<file path="config.mk">
export PLATFORM = sky130hd
export DESIGN_NAME = iter_sqacc_seq
export DESIGN_NICKNAME = d
export VERILOG_FILES = /design/src/rtl/iter_sqacc_seq.sv
export SDC_FILE = /design/constraint.sdc
export NUM_CORES = 1
export LEC_CHECK = 0
export BUFFER_PORTS_ARGS = -buffer_cell sky130_fd_sc_hd__buf_2
export CAP_MARGIN = 20
export CORE_MARGIN = 10
export CORE_UTILIZATION = 60
export DETAILED_ROUTE_END_ITERATION = 8
export GPL_ROUTABILITY_DRIVEN = 0
export MAX_ROUTING_LAYER = met4
export PLACE_DENSITY = 0.87
export SLEW_MARGIN = 40
export SYNTH_ARGS = -nofsm -noshare
export SYNTH_HDL_FRONTEND = slang
export SYNTH_SLANG_ARGS = --single-unit
export TNS_END_PERCENT = 10
</file>
<file path="constraint.sdc">
create_clock -name clk -period 26.8 [get_ports clk]
set_input_delay 2.68 -clock clk [delete_from_list [all_inputs] [get_ports clk]]
set_output_delay 2.68 -clock clk [all_outputs]
set_load 0.05 [all_outputs]
</file>
<file path="src/rtl/iter_sqacc_seq.sv">
// iter_sqacc_seq: sequential square-accumulate engine. Runs acc = (acc + comp)^2
// ITERS times, one iteration per clock. The result is 0 when in_cond is clear.
// Ports: clk, rst_n (async, active low); in_valid/in_ready/in_cond/in_comp request
// side; out_valid/out_ready/out_data result side; busy (RUN or DONE);
// hist (accepted in_cond bits, newest in bit 0).
// Macro ITER_SQACC_OVERLAP_EN: in DONE, accept a new request in the same cycle
// as the result handshake.
module iter_sqacc_seq #(
  parameter int WIDTH = 32,
  parameter int ITERS = 10
) (
  input  logic             clk,
  input  logic             rst_n,
  input  logic             in_valid,
  output logic             in_ready,
  input  logic             in_cond,
  input  logic [WIDTH-1:0] in_comp,
  output logic             out_valid,
  input  logic             out_ready,
  output logic [WIDTH-1:0] out_data,
  output logic             busy,
  output logic [9:0]       hist
);

  typedef enum logic [1:0] {
    IDLE,
    RUN,
    DONE
  } state_t;

  localparam logic [9:0] LAST = 10'(ITERS - 1);

  state_t           state;
  state_t           state_d;
  logic [WIDTH-1:0] acc;
  logic [WIDTH-1:0] comp_q;
  logic [WIDTH-1:0] s;
  logic [WIDTH-1:0] sq;
  logic [9:0]       cnt;
  logic             last;
  logic             accept;
  logic             out_hs;

  assign out_valid = (state == DONE);
  assign busy      = (state != IDLE);

  always_comb begin
    state_d  = state;
    in_ready = 1'b0;
    s        = acc + comp_q;
    sq       = s * s;
    last     = (cnt == LAST);
    unique case (state)
      IDLE: in_ready = 1'b1;
      RUN:  in_ready = 1'b0;
      DONE: begin
`ifdef ITER_SQACC_OVERLAP_EN
        in_ready = out_ready;
`else
        in_ready = 1'b0;
`endif
      end
      default: in_ready = 1'b0;
    endcase
    accept = in_valid && in_ready;
    out_hs = out_valid && out_ready;
    unique case (state)
      IDLE: begin
        if (accept) state_d = in_cond ? RUN : DONE;
      end
      RUN: begin
        if (last) state_d = DONE;
      end
      DONE: begin
        if (out_hs) state_d = IDLE;
        // An overlapping accept overrides the return to IDLE.
        if (accept) state_d = in_cond ? RUN : DONE;
      end
      default: state_d = IDLE;
    endcase
  end

  always_ff @(posedge clk or negedge rst_n) begin
    if (!rst_n) begin
      state    <= IDLE;
      acc      <= '0;
      cnt      <= '0;
      comp_q   <= '0;
      out_data <= '0;
      hist     <= '0;
    end else begin
      state <= state_d;
      if (accept) begin
        comp_q <= in_comp;
        hist   <= {hist[8:0], in_cond};
        acc    <= '0;
        cnt    <= '0;
        if (!in_cond) out_data <= '0;
      end else if (state == RUN) begin
        acc <= sq;
        cnt <= cnt + 10'd1;
        if (last) out_data <= sq;
      end
    end
  end

endmodule

</file>
==> flow_metrics.tcl <==
set metrics [dict create \
    setup_viol 0 \
    critPathKind "reg2reg" \
    timing.hold.ws_ns 0.476 \
    synth_cell_type_count 73 \
    rsz0062_at_grt "no" \
    num_vias 15800 \
    drt_pass1_iterations 6 \
    yosys.area.top_type_share_pct 38.0 \
    routed_wl_microns 56000 \
    overflow 0 \
    tns_ns 0 \
    worst_pin_slew_ns 0.891 \
    drc 0 \
    grt_pass1_wl_microns 91400 \
    ctsResizeCount 0 \
    async_flop_share_pct 100 \
    drive_above_1_share_pct 7.78 \
    outcome "completed" \
    grt_pass1_vias 17700 \
    wire_per_inst_microns 21.7 \
    netlist_area_sq_mm 0.0193 \
    dp_hpwl_microns 43000 \
    nets 2735 \
    maxCapViolations 0 \
    syn_nets 2687 \
    vias_per_cell 6.12 \
    hp-class "reg2reg" \
    fin_crit_ns 10.31 \
    io_buffer_count 79 \
    synth-edff-count 0 \
    die_w_microns 199 \
    slew_viol_final 0 \
    ys_warn_count 0 \
    postSynthAreaPerCell_sq_um 9.11 \
    grt_max_degree 66 \
    cp.arrival_ns 10.62 \
    fp-row-count 65 \
    relSlewSlack_pct 39.8 \
    synth_flop_cell "dfrtp_1" \
    cts_buffers 17 \
    grt_usage_pct 30.4 \
    cts_root_buf "clkbuf_16" \
    clock_latency_ns 0.43 \
    die_area_sq_mm 0.0398 \
    postRouteAntennaNets 0 \
    cts_hold_buffers 0 \
    ys_seq_area_share_pct 14.8 \
    cts_sinks 114 \
    cp-start-kind "register" \
    clk_pin_slew_ns 0.06 \
    crit_slowest_cell "xnor2_1" \
    antenna_found_initial 1 \
    synthCells 2123 \
    core_area_sq_mm 0.0316 \
    cts_tree "done" \
    die_h_microns 199 \
    cts_setup_buffers 0 \
    yosysTopAreaCell "fa_1" \
    final.period_utilization_pct 38.5 \
    yosys-top-cells-area "fa_1, dfrtp_1, ha_1, inv_1, nand2_1" \
    syn_to_final_growth_pct 7.42 \
    max_clock_freq_mhz 97.0 \
    path_max_fanout 8 \
    htree_levels 4 \
    crit_top_cell "fa_1" \
    clk_path_buf_depth 2 \
    drtIter0Drc 1599 \
    critPathMaxStageDelay_ns 0.71 \
    ys_ff_latch 114 \
    required_ns 27.11 \
    critPathCaptureType "register" \
    num_io_pins 82 \
    hold_violations 0 \
    final.setup_skew_ns 0.0157 \
    initial_core_util_pct 61.1 \
]
[critical path, delay by kind of cell, from the launching register on]
kind                     cells  cell delay [ns]
AO/OA/AOI/OAI               10             3.33
flip-flops                   1             0.38
buffers and inverters        4             0.25
adder cells (fa/ha/maj)     10             4.84
AND/OR/NAND/NOR              4             0.54
XOR/XNOR                     2             0.84
[synthesized netlist by cell type (8+ instances only)]
master / instances
dfrtp_1: 114
xnor2_1: 48
nor2b_1: 12
nand2_1: 309
nor2_1: 183
clkbuf_1: 67
a22o_1: 10
nand2b_1: 14
ha_1: 160
inv_1: 410
a21oi_1: 71
xor2_1: 27
fa_1: 367
nand3_1: 36
o31ai_1: 11
nor3_1: 23
buf_1: 8
nand4_1: 10
and3_1: 10
o21ai_0: 65
o21a_1: 11
a211oi_1: 9
a21o_1: 26
[area by class of cell]
cell class / count / area, sq um
Multi-Input combinational cell: 1518 / 14700
Fill cell: 2219 / 10900
Sequential cell: 114 / 2850
Inverter: 414 / 1550
Timing Repair Buffer: 106 / 604
Tap cell: 402 / 503
Clock buffer: 19 / 453
Clock inverter: 13 / 126
Antenna cell: 1 / 2.50
[through the flow]
stage,instance area (sq um),std cells,worst slack (ns),utilization (%)
6_report,20800,2587,16.49,65.6
5_1_grt,20800,2587,16.23,65.6
4_1_cts,20800,2586,16.67,65.6
3_5_place_dp,20200,2554,16.76,63.8
3_3_place_gp,20200,2554,16.90,63.7
2_1_floorplan,19300,2123,18.09,-
[routing by layer]
metal	part of all wire, %	GRT usage, %	vias up
met4	6.1	15.9	0
met5	0	-	-
met1	35	35.5	7741
met3	13	8.61	285
met2	46	47.3	1116
li1	-	-	6693
[kinds of logic after synthesis]
kind of cell / share of synthesized area (%)
compound gates: 9.22
xor+xnor: 3.57
fa+ha+maj: 48.4
buf+inv: 9.56
flops: 14.8
mux: 0.427
other cells: 0.0194
simple gates: 14.1
[cells in the final DEF, fill, tap and decap left out, types with 11 or more instances in the layout]
cell type | Yosys | final
nand2_1 | 309 | 308
nor2b_1 | 12 | 11
dfrtp_1 | 114 | 114
fa_1 | 367 | 367
xnor2_1 | 48 | 48
o31ai_1 | 11 | 11
nor2_1 | 183 | 182
buf_2 | 1 | 78
clkbuf_16 | 0 | 17
nor3_1 | 23 | 22
a21oi_1 | 71 | 71
o21ai_0 | 65 | 65
o21a_1 | 11 | 11
nand2b_1 | 14 | 14
inv_1 | 410 | 410
ha_1 | 160 | 159
xor2_1 | 27 | 24
nand3_1 | 36 | 36
buf_4 | 1 | 27
a21o_1 | 26 | 26
[registers in the layout (all words and copies together) (netlist names)]
signal	flops
out_data	31
comp_q	31
state	2
cnt	10
acc	30
hist	10
[worst paths after layout]
| check | startpoint | to | slack, ns | cells after the start |
|---|---|---|---|---|
| max | acc[7] | out_data[28] | 16.49 | 30 |
| min | out_data[3] | out_data[3] | 0.48 | 2 |
| max reg2reg | acc[7] | out_data[28] | 16.49 | 30 |
| min reg2reg | out_data[3] | out_data[3] | 0.48 | 2 |
| max in group asynchronous | rst_n | comp_q[10] | 23.48 | 2 |
| min in group asynchronous | rst_n | out_data[29] | 2.28 | 1 |
Power is left out: the tool's default activity adds up to more than one toggle a clock period on the data nets, which glitch-free logic cannot reach.
